`src/rtl/regfile_wb_arbiter_if.sv`:
```
// Writeback arbiter bus: three writeback requesters, the issue-side
// destination reservation, operand-pending queries, flush and the
// register-file write port, bundled so the arbiter takes one port.
interface regfile_wb_arbiter_if;
    logic        ex_valid;
    logic        ex_ready;
    logic [4:0]  ex_rd;
    logic [63:0] ex_data;

    logic        ls_valid;
    logic        ls_ready;
    logic [4:0]  ls_rd;
    logic [63:0] ls_data;

    logic        md_valid;
    logic        md_ready;
    logic [4:0]  md_rd;
    logic [63:0] md_data;

    logic        iss_valid;
    logic        iss_ready;
    logic [4:0]  iss_rd;

    logic [4:0]  q_rs1;
    logic [4:0]  q_rs2;
    logic        rs1_busy;
    logic        rs2_busy;

    logic        flush;

    logic        rf_wen;
    logic [4:0]  rf_waddr;
    logic [63:0] rf_wdata;

    modport slave (
        input  ex_valid, ex_rd, ex_data,
        input  ls_valid, ls_rd, ls_data,
        input  md_valid, md_rd, md_data,
        input  iss_valid, iss_rd,
        input  q_rs1, q_rs2,
        input  flush,
        output ex_ready, ls_ready, md_ready,
        output iss_ready,
        output rs1_busy, rs2_busy,
        output rf_wen, rf_waddr, rf_wdata
    );

    modport master (
        output ex_valid, ex_rd, ex_data,
        output ls_valid, ls_rd, ls_data,
        output md_valid, md_rd, md_data,
        output iss_valid, iss_rd,
        output q_rs1, q_rs2,
        output flush,
        input  ex_ready, ls_ready, md_ready,
        input  iss_ready,
        input  rs1_busy, rs2_busy,
        input  rf_wen, rf_waddr, rf_wdata
    );
endinterface

```
`src/rtl/regfile_wb_arbiter.sv`:
```
// Round-robin writeback arbiter (ex -> ls -> md) driving a single
// register-file write port one cycle after each accept, plus a 32-entry
// pending-destination scoreboard shared with issue.
module regfile_wb_arbiter (
    input  logic                  clock,
    input  logic                  reset_n,
    regfile_wb_arbiter_if.slave   bus
);

    logic [1:0]  ptr_q, ptr_d;
    logic [31:0] pending_q, pending_d;
    logic        rf_wen_q, rf_wen_d;
    logic [4:0]  rf_waddr_q, rf_waddr_d;
    logic [63:0] rf_wdata_q, rf_wdata_d;

    logic [2:0]  valid_vec;
    logic [2:0]  grant;
    logic        arb_open;
    logic        accept;
    logic [4:0]  acc_rd;
    logic [63:0] acc_data;
    logic        iss_ok;
    logic        iss_hs;

    assign valid_vec = {bus.md_valid, bus.ls_valid, bus.ex_valid};
    assign arb_open  = reset_n && !bus.flush;

    // Pick the first valid requester at or after the priority pointer.
    always_comb begin
        grant = 3'b000;
        if (arb_open) begin
            case (ptr_q)
                2'd0: begin
                    if      (valid_vec[0]) grant = 3'b001;
                    else if (valid_vec[1]) grant = 3'b010;
                    else if (valid_vec[2]) grant = 3'b100;
                end
                2'd1: begin
                    if      (valid_vec[1]) grant = 3'b010;
                    else if (valid_vec[2]) grant = 3'b100;
                    else if (valid_vec[0]) grant = 3'b001;
                end
                default: begin
                    if      (valid_vec[2]) grant = 3'b100;
                    else if (valid_vec[0]) grant = 3'b001;
                    else if (valid_vec[1]) grant = 3'b010;
                end
            endcase
        end
    end

    assign bus.ex_ready = grant[0];
    assign bus.ls_ready = grant[1];
    assign bus.md_ready = grant[2];
    assign accept       = |grant;

    // Select the winning request's destination and data; advance the pointer past the winner.
    always_comb begin
        acc_rd   = 5'd0;
        acc_data = 64'd0;
        ptr_d    = ptr_q;
        if (grant[0]) begin
            acc_rd   = bus.ex_rd;
            acc_data = bus.ex_data;
            ptr_d    = 2'd1;
        end else if (grant[1]) begin
            acc_rd   = bus.ls_rd;
            acc_data = bus.ls_data;
            ptr_d    = 2'd2;
        end else if (grant[2]) begin
            acc_rd   = bus.md_rd;
            acc_data = bus.md_data;
            ptr_d    = 2'd0;
        end
    end

    // Issue may reserve a destination only if nothing is in flight to it; x0 is never pending.
    assign iss_ok        = !pending_q[bus.iss_rd];
    assign bus.iss_ready = reset_n && !bus.flush && iss_ok;
    assign iss_hs        = bus.iss_valid && bus.iss_ready;

    assign bus.rs1_busy  = pending_q[bus.q_rs1];
    assign bus.rs2_busy  = pending_q[bus.q_rs2];

    // Scoreboard update: writeback clears, issue sets (set wins on a collision), flush wipes all.
    always_comb begin
        pending_d = pending_q;
        if (bus.flush) begin
            pending_d = 32'd0;
        end else begin
            if (accept) begin
                pending_d[acc_rd] = 1'b0;
            end
            if (iss_hs && (bus.iss_rd != 5'd0)) begin
                pending_d[bus.iss_rd] = 1'b1;
            end
        end
        pending_d[0] = 1'b0;
    end

    // Write-port next state: strobe only for a non-x0 accept; address/data hold between accepts.
    always_comb begin
        rf_wen_d   = accept && (acc_rd != 5'd0);
        rf_waddr_d = rf_waddr_q;
        rf_wdata_d = rf_wdata_q;
        if (accept) begin
            rf_waddr_d = acc_rd;
            rf_wdata_d = acc_data;
        end
    end

    // State registers; reset also drops any write already scheduled for the next cycle.
    always_ff @(posedge clock) begin
        if (!reset_n) begin
            ptr_q      <= 2'd0;
            pending_q  <= 32'd0;
            rf_wen_q   <= 1'b0;
            rf_waddr_q <= 5'd0;
            rf_wdata_q <= 64'd0;
        end else begin
            ptr_q      <= ptr_d;
            pending_q  <= pending_d;
            rf_wen_q   <= rf_wen_d;
            rf_waddr_q <= rf_waddr_d;
            rf_wdata_q <= rf_wdata_d;
        end
    end

    assign bus.rf_wen   = rf_wen_q;
    assign bus.rf_waddr = rf_waddr_q;
    assign bus.rf_wdata = rf_wdata_q;

endmodule

```
`src/flat_wrapper.sv`:
```
// flat-port wrapper written by rule: the top's interface ports become plain ports
module regfile_wb_arbiter_flat 
  (clock, reset_n, bus_ex_valid, bus_ex_rd, bus_ex_data, bus_ls_valid, bus_ls_rd, bus_ls_data, bus_md_valid, bus_md_rd, bus_md_data, bus_iss_valid, bus_iss_rd, bus_q_rs1, bus_q_rs2, bus_flush, bus_ex_ready, bus_ls_ready, bus_md_ready, bus_iss_ready, bus_rs1_busy, bus_rs2_busy, bus_rf_wen, bus_rf_waddr, bus_rf_wdata);
  regfile_wb_arbiter_if bus_i ();
  input  logic clock;
  input  logic reset_n;
  input wire logic [$bits(bus_i.ex_valid)-1:0] bus_ex_valid;
  input wire logic [$bits(bus_i.ex_rd)-1:0] bus_ex_rd;
  input wire logic [$bits(bus_i.ex_data)-1:0] bus_ex_data;
  input wire logic [$bits(bus_i.ls_valid)-1:0] bus_ls_valid;
  input wire logic [$bits(bus_i.ls_rd)-1:0] bus_ls_rd;
  input wire logic [$bits(bus_i.ls_data)-1:0] bus_ls_data;
  input wire logic [$bits(bus_i.md_valid)-1:0] bus_md_valid;
  input wire logic [$bits(bus_i.md_rd)-1:0] bus_md_rd;
  input wire logic [$bits(bus_i.md_data)-1:0] bus_md_data;
  input wire logic [$bits(bus_i.iss_valid)-1:0] bus_iss_valid;
  input wire logic [$bits(bus_i.iss_rd)-1:0] bus_iss_rd;
  input wire logic [$bits(bus_i.q_rs1)-1:0] bus_q_rs1;
  input wire logic [$bits(bus_i.q_rs2)-1:0] bus_q_rs2;
  input wire logic [$bits(bus_i.flush)-1:0] bus_flush;
  output wire logic [$bits(bus_i.ex_ready)-1:0] bus_ex_ready;
  output wire logic [$bits(bus_i.ls_ready)-1:0] bus_ls_ready;
  output wire logic [$bits(bus_i.md_ready)-1:0] bus_md_ready;
  output wire logic [$bits(bus_i.iss_ready)-1:0] bus_iss_ready;
  output wire logic [$bits(bus_i.rs1_busy)-1:0] bus_rs1_busy;
  output wire logic [$bits(bus_i.rs2_busy)-1:0] bus_rs2_busy;
  output wire logic [$bits(bus_i.rf_wen)-1:0] bus_rf_wen;
  output wire logic [$bits(bus_i.rf_waddr)-1:0] bus_rf_waddr;
  output wire logic [$bits(bus_i.rf_wdata)-1:0] bus_rf_wdata;
  assign bus_i.ex_valid = bus_ex_valid;
  assign bus_i.ex_rd = bus_ex_rd;
  assign bus_i.ex_data = bus_ex_data;
  assign bus_i.ls_valid = bus_ls_valid;
  assign bus_i.ls_rd = bus_ls_rd;
  assign bus_i.ls_data = bus_ls_data;
  assign bus_i.md_valid = bus_md_valid;
  assign bus_i.md_rd = bus_md_rd;
  assign bus_i.md_data = bus_md_data;
  assign bus_i.iss_valid = bus_iss_valid;
  assign bus_i.iss_rd = bus_iss_rd;
  assign bus_i.q_rs1 = bus_q_rs1;
  assign bus_i.q_rs2 = bus_q_rs2;
  assign bus_i.flush = bus_flush;
  assign bus_ex_ready = bus_i.ex_ready;
  assign bus_ls_ready = bus_i.ls_ready;
  assign bus_md_ready = bus_i.md_ready;
  assign bus_iss_ready = bus_i.iss_ready;
  assign bus_rs1_busy = bus_i.rs1_busy;
  assign bus_rs2_busy = bus_i.rs2_busy;
  assign bus_rf_wen = bus_i.rf_wen;
  assign bus_rf_waddr = bus_i.rf_waddr;
  assign bus_rf_wdata = bus_i.rf_wdata;
  regfile_wb_arbiter u_core (.clock(clock), .reset_n(reset_n), .bus(bus_i));
endmodule
```
`config.mk`:
```
export PLATFORM = sky130hd
export DESIGN_NAME = regfile_wb_arbiter_flat
export DESIGN_NICKNAME = d
export VERILOG_FILES = /design/src/rtl/regfile_wb_arbiter_if.sv /design/src/rtl/regfile_wb_arbiter.sv /design/src/flat_wrapper.sv
export SDC_FILE = /design/constraint.sdc
export NUM_CORES = 1
export LEC_CHECK = 0
export BUFFER_PORTS_ARGS = -buffer_cell sky130_fd_sc_hd__buf_4
export CAP_MARGIN = 5
export CORE_AREA = 2 2 118 120
export DETAILED_ROUTE_END_ITERATION = 10
export DIE_AREA = 0 0 120 122
export PLACE_DENSITY = 0.8
export SLEW_MARGIN = 20
export SYNTH_ARGS = -nofsm -noshare
export SYNTH_HDL_FRONTEND = slang
export SYNTH_SLANG_ARGS = --single-unit
```
`constraint.sdc`:
```
create_clock -name clock -period 3.6 [get_ports clock]
set_input_delay 0.54 -clock clock [delete_from_list [all_inputs] [get_ports clock]]
set_output_delay 0.54 -clock clock [all_outputs]
set_load 0.05 [all_outputs]
```
After elaboration in Yosys (flattened, before gate mapping):

Cells that the tools add are included.

* reduce and logical (&&, ||, !) cells: 17
* order comparisons: 6
* equal/unequal tests: 1
* multiplexer cells: 33
* bitwise logic cells: 4

Operator list (number)
* $mux W64: 3
* $mux W32: 3
* $and A32 B32 Y32: 1
* $not A32 Y32: 1
* $or A32 B32 Y32: 1
* $lt A5 B6 Y1 const B: 4
* $mux W3: 8
* $bmux W1 S5: 3
* $mux W5: 3
* $demux W1 S5: 2
* $ge A5 B1 Y1 const B: 2
* $reduce_bool A5 Y1: 2
* $logic_and A1 B1 Y1: 7
* $mux W1: 7
* $mux W2: 3
* $pmux W3 S2: 1
* $reduce_or A2 Y1: 2
* $reduce_bool A3 Y1: 1
* $reduce_or A3 Y1: 1
* $eq A2 B1 Y1 const B: 1
* $logic_not A1 Y1: 2
* $logic_not A2 Y1: 1
* $reduce_bool A2 Y1: 1
* $not A1 Y1: 1

* bits in registers: 104
* word-level logic and storage cells: 68
* output and inout port bits: 76
* input port bits: 229

Logic depth before layout (Yosys ltp):

* depth after elaboration: 18
* gate-level depth with buffers: 10
* mapped depth without buffers: 7

Worst setup path before layout:

No wires, ideal clock.

* path kind: input-to-output
* start point: in bus_iss_rd[1]
* end point: out bus_iss_ready
* cell stages on the path: 7
* arrival: 2370 ps
* path slack: 690 ps
* buffers on the path: 1
* required time: 3060 ps
* path through: buf_6 > mux4_2 > mux2_4 > nand2_1 > o21ai_0 > a32o_1 > nor2_1

* longest elaborated chain between the ends: 4

Ends and longest elaborated chain
* start, declared: line flat_wrapper.sv:17 `input wire logic [$bits(bus_i.iss_rd)-1:0] bus_iss_rd;`
* $bmux W1 S5: line regfile_wb_arbiter.sv:78 `assign iss_ok = !pending_q[bus.iss_rd];`
* $mux W1 (implied by the code): line regfile_wb_arbiter.sv:78
* $logic_not A1 Y1: line regfile_wb_arbiter.sv:78
* $logic_and A1 B1 Y1: line regfile_wb_arbiter.sv:79 `assign bus.iss_ready = reset_n && !bus.flush && iss_ok;`
* end, declared: line flat_wrapper.sv:24 `output wire logic [$bits(bus_i.iss_ready)-1:0] bus_iss_ready;`

Every way passes these cells. The select of a mux whose other input is x is not followed.

Worst setup path in the final report:

* start point: in reset_n
* end point: out bus_md_ready

* longest elaborated chain between the ends: 2

Ends and longest elaborated chain
* start, declared: line flat_wrapper.sv:6 `input logic reset_n;`
* $logic_and A1 B1 Y1: line regfile_wb_arbiter.sv:26 `assign arb_open = reset_n && !bus.flush;`
* $mux W3: line regfile_wb_arbiter.sv:31 `if (arb_open) begin`
* end, declared: line flat_wrapper.sv:23 `output wire logic [$bits(bus_i.md_ready)-1:0] bus_md_ready;`

Every way passes these cells.

==> results.toml <==
[outcome]
status = "finished, final reports clean"

[sta]
drv_slew = 0
fmax_ghz = 0.3561
fin_tns_setup_ns = 0
period_minus_slack_ns = 2.808
skew_ns = 0.008881
setup_viol = 0
rsz0062_at_grt = "no"
hold_viol = 0
max_slew_margin = 0.5277
tightest_slew_ns = 0.7085
finalCritPeriodShare = 0.7801

[setup_path]
reg2reg_to = "u_core.bus.rf_wdata[55]$_SDFFE_PN0N_"
critPathRequiredTime_ns = 3.06
reg2reg_from = "u_core.ptr_q[1]$_SDFFE_PP0P_"
crit_end = "bus_md_ready"
rr_worst_depth = 8
endpoint_kind = "primary output"
crit_chain = "buf_4, nor2b_4, and2_1, and2_2, buf_4"
critPathMaxStageDelay_ns = 0.64
slowest_stage = "and2_2"
cp_common_cell = "buf_4"
crit_start = "reset_n"
critPathLaunchType = "input pin"
critPathBufInv = 2
rrSetupSlack_ns = 1.21
worst-path-max-fanout = 28
crit_family = "simple AND/OR/NAND/NOR gates"
arrival_ns = 2.27
critical_path_class = "in2out"
cp_num_cells = 5

[routing]
drtIter0Drc = 756
detail-route-antenna-nets = 0
post-route-drc-count = 0
drt_pre_antenna_iters = 9
detail_route.wl_per_cell_um = 21.52
via_per_inst = 6.065
dr_total_vias = 6338
drt_wl_total_um = 22490

[yosys]
ys_seq_area_frac = 0.3608
synth_top_family_by_area = "compound AO/OA/AOI/OAI gates"
synth_top_area_share = 0.3608
synthMuxAreaShare = 0.1077
synth_adder_area_share = 0
synth_area_leaders = "dfxtp_1, a222oi_1, mux4_2, a21boi_1, nand2_1"
synth_most_common_cell = "dfxtp_1"
yosys.area_share.simple = 0.1095
async_reset_ff_frac = 0
synth_compound_area_frac = 0.3582
synth_xor_area_frac = 0
syn_area_sq_um = 5714
syn_nets = 824
yosys.area.top_type = "dfxtp_1"
syn_avg_cell_area_sq_um = 9.604
synth-seq-cells = 103
synth_edf_count = 0
yosysWarningCount = 0
synth_commonest_cells = "dfxtp_1, nand2_1, a222oi_1, a21boi_1, o21ai_0"
ys.flop_type = "dfxtp_1"
synthDistinctLibCells = 66
synth_cells = 595

[layout]
num_antenna_cells = 0
fillers = 1185
layout-drive-gt1-share = 0.4335
final_util = 0.6148
nNetsFinal = 1090
syn_to_final_growth_pct = 45.30

[cts]
cts_tree = "done"
clock-sinks = 103
insertion_delay_ns = 0.35
cts_root_buffer = "clkbuf_16"
htree_levels = 3
postCtsSetupRepairBufs = 0
holdBufCountCts = 0
path_clk_slew_ns = 0.07
cts_buffers = 9
cts_buffer_depth = 2
cts_resized = 0

[global_routing]
globalRouteTotalUtil = 0.3031
grt_max_degree = 73
first_global_vias = 6038
grt_pass1_wl_um = 34120
antenna_found_initial = 3
grt-ovfl-total = 0

[die]
die_h_um = 122
placementRows = 43
die_x_um = 120
core_area_sq_um = 13500
die-area_sq_um = 14640
initial_core_util = 0.4231
ios = 305

[pwr]
p_per_area_nw_per_um2 = 373.5
leakage_nw = 3.435
vdd_drop_max_v = 0.0002306

[place]
globalplace.congestion = 0.9808
port_buffers = 304
place_hpwl_um = 17420

[worst_hold_path]
hp-class = "reg2reg"

[flow_run]
cap_violations = 0
worst min path at each step:
stage	from	cells after the start	end
after floorplan	u_core.pending_q[29]$_SDFF_PP0_	2	u_core.pending_q[29]$_SDFF_PP0_
after CTS	bus_md_data[3]	3	u_core.bus.rf_wdata[3]$_SDFFE_PN0N_
after detailed placement	u_core.bus.rf_wdata[23]$_SDFFE_PN0N_	2	u_core.bus.rf_wdata[23]$_SDFFE_PN0N_
final	u_core.bus.rf_wdata[12]$_SDFFE_PN0N_	2	u_core.bus.rf_wdata[12]$_SDFFE_PN0N_
after global placement	u_core.bus.rf_waddr[0]$_SDFFE_PN0N_	2	u_core.bus.rf_waddr[0]$_SDFFE_PN0N_
after global routing	bus_md_data[23]	3	u_core.bus.rf_wdata[23]$_SDFFE_PN0N_
worst register-to-register path: cells and delay by family, from the launching register on:
kind                   cells  cell delay, ns
flip-flops                 1            0.43
AND/OR/NAND/NOR            4            0.67
AO/OA/AOI/OAI              2            0.56
buffers and inverters      2            0.65
cell usage in the layout, fill, tap and decap left out, types with 6 or more instances in the layout:
cell,Yosys,final
a21boi_1,50,50
clkbuf_16,0,9
o22ai_1,9,9
a21oi_1,19,19
mux4_2,24,24
nor2_1,10,9
inv_1,13,13
a21boi_0,15,15
a222oi_1,64,64
buf_4,2,310
o21ai_0,39,39
dfxtp_1,103,103
o21ai_1,6,6
nand2_1,87,87
per-stage QoR:
stage	instances	cell area [sq um]	hold slack, ns	power [mW]	setup WS (ns)
after global routing	1045	8303	0.4687	3.214	0.6575
after floorplan	595	5714	0.4444	1.712	0.6902
after detailed placement	1030	7984	0.4450	2.062	0.8269
final	1045	8303	0.4542	3.101	0.7915
after global placement	1030	7984	0.4413	2.055	0.8670
after CTS	1045	8303	0.4528	3.117	0.8206
routing by layer:
layer,vias up,routed length [um],share of wire,GRT usage
met4,6,802,0.036,0.1353
met2,364,10920,0.49,0.4947
met3,68,2203,0.098,0.08287
met5,-,40,0.0018,0
met1,2992,8516,0.38,0.3754
li1,2908,-,-,-
power breakdown:
group	switching [mW]	internal, mW	total (mW)	leakage, nW
registers	0.0313	1.20	1.23	0.838
clock network	0.449	0.611	1.06	0.152
logic	0.471	0.343	0.815	2.44
total	0.952	2.15	3.10	3.44
kinds of logic (layout without fill, tap and decap cells):
logic type,Yosys count,in the layout
mux,29,29
buf+inv,70,340
simple gates,136,136
flops,103,103
compound gates,257,257
registers in the layout (all words and copies together), names as in the netlist:
name                 flops
u_core.ptr_q             2
u_core.bus.rf_waddr      5
u_core.bus.rf_wen        1
u_core.pending_q        31
u_core.bus.rf_wdata     64
layout make-up:
class,instances,area [sq um],share of cell area
well taps,180,225.2,0.02712
multi-input cells,422,3297,0.3971
repair buffers,311,2347,0.2827
clock inverters,6,93.84,0.01130
inverters,14,52.55,0.006329
clock buffers,9,225.2,0.02712
flip-flops and latches,103,2062,0.2483
(Power assumes the default switching activity.)
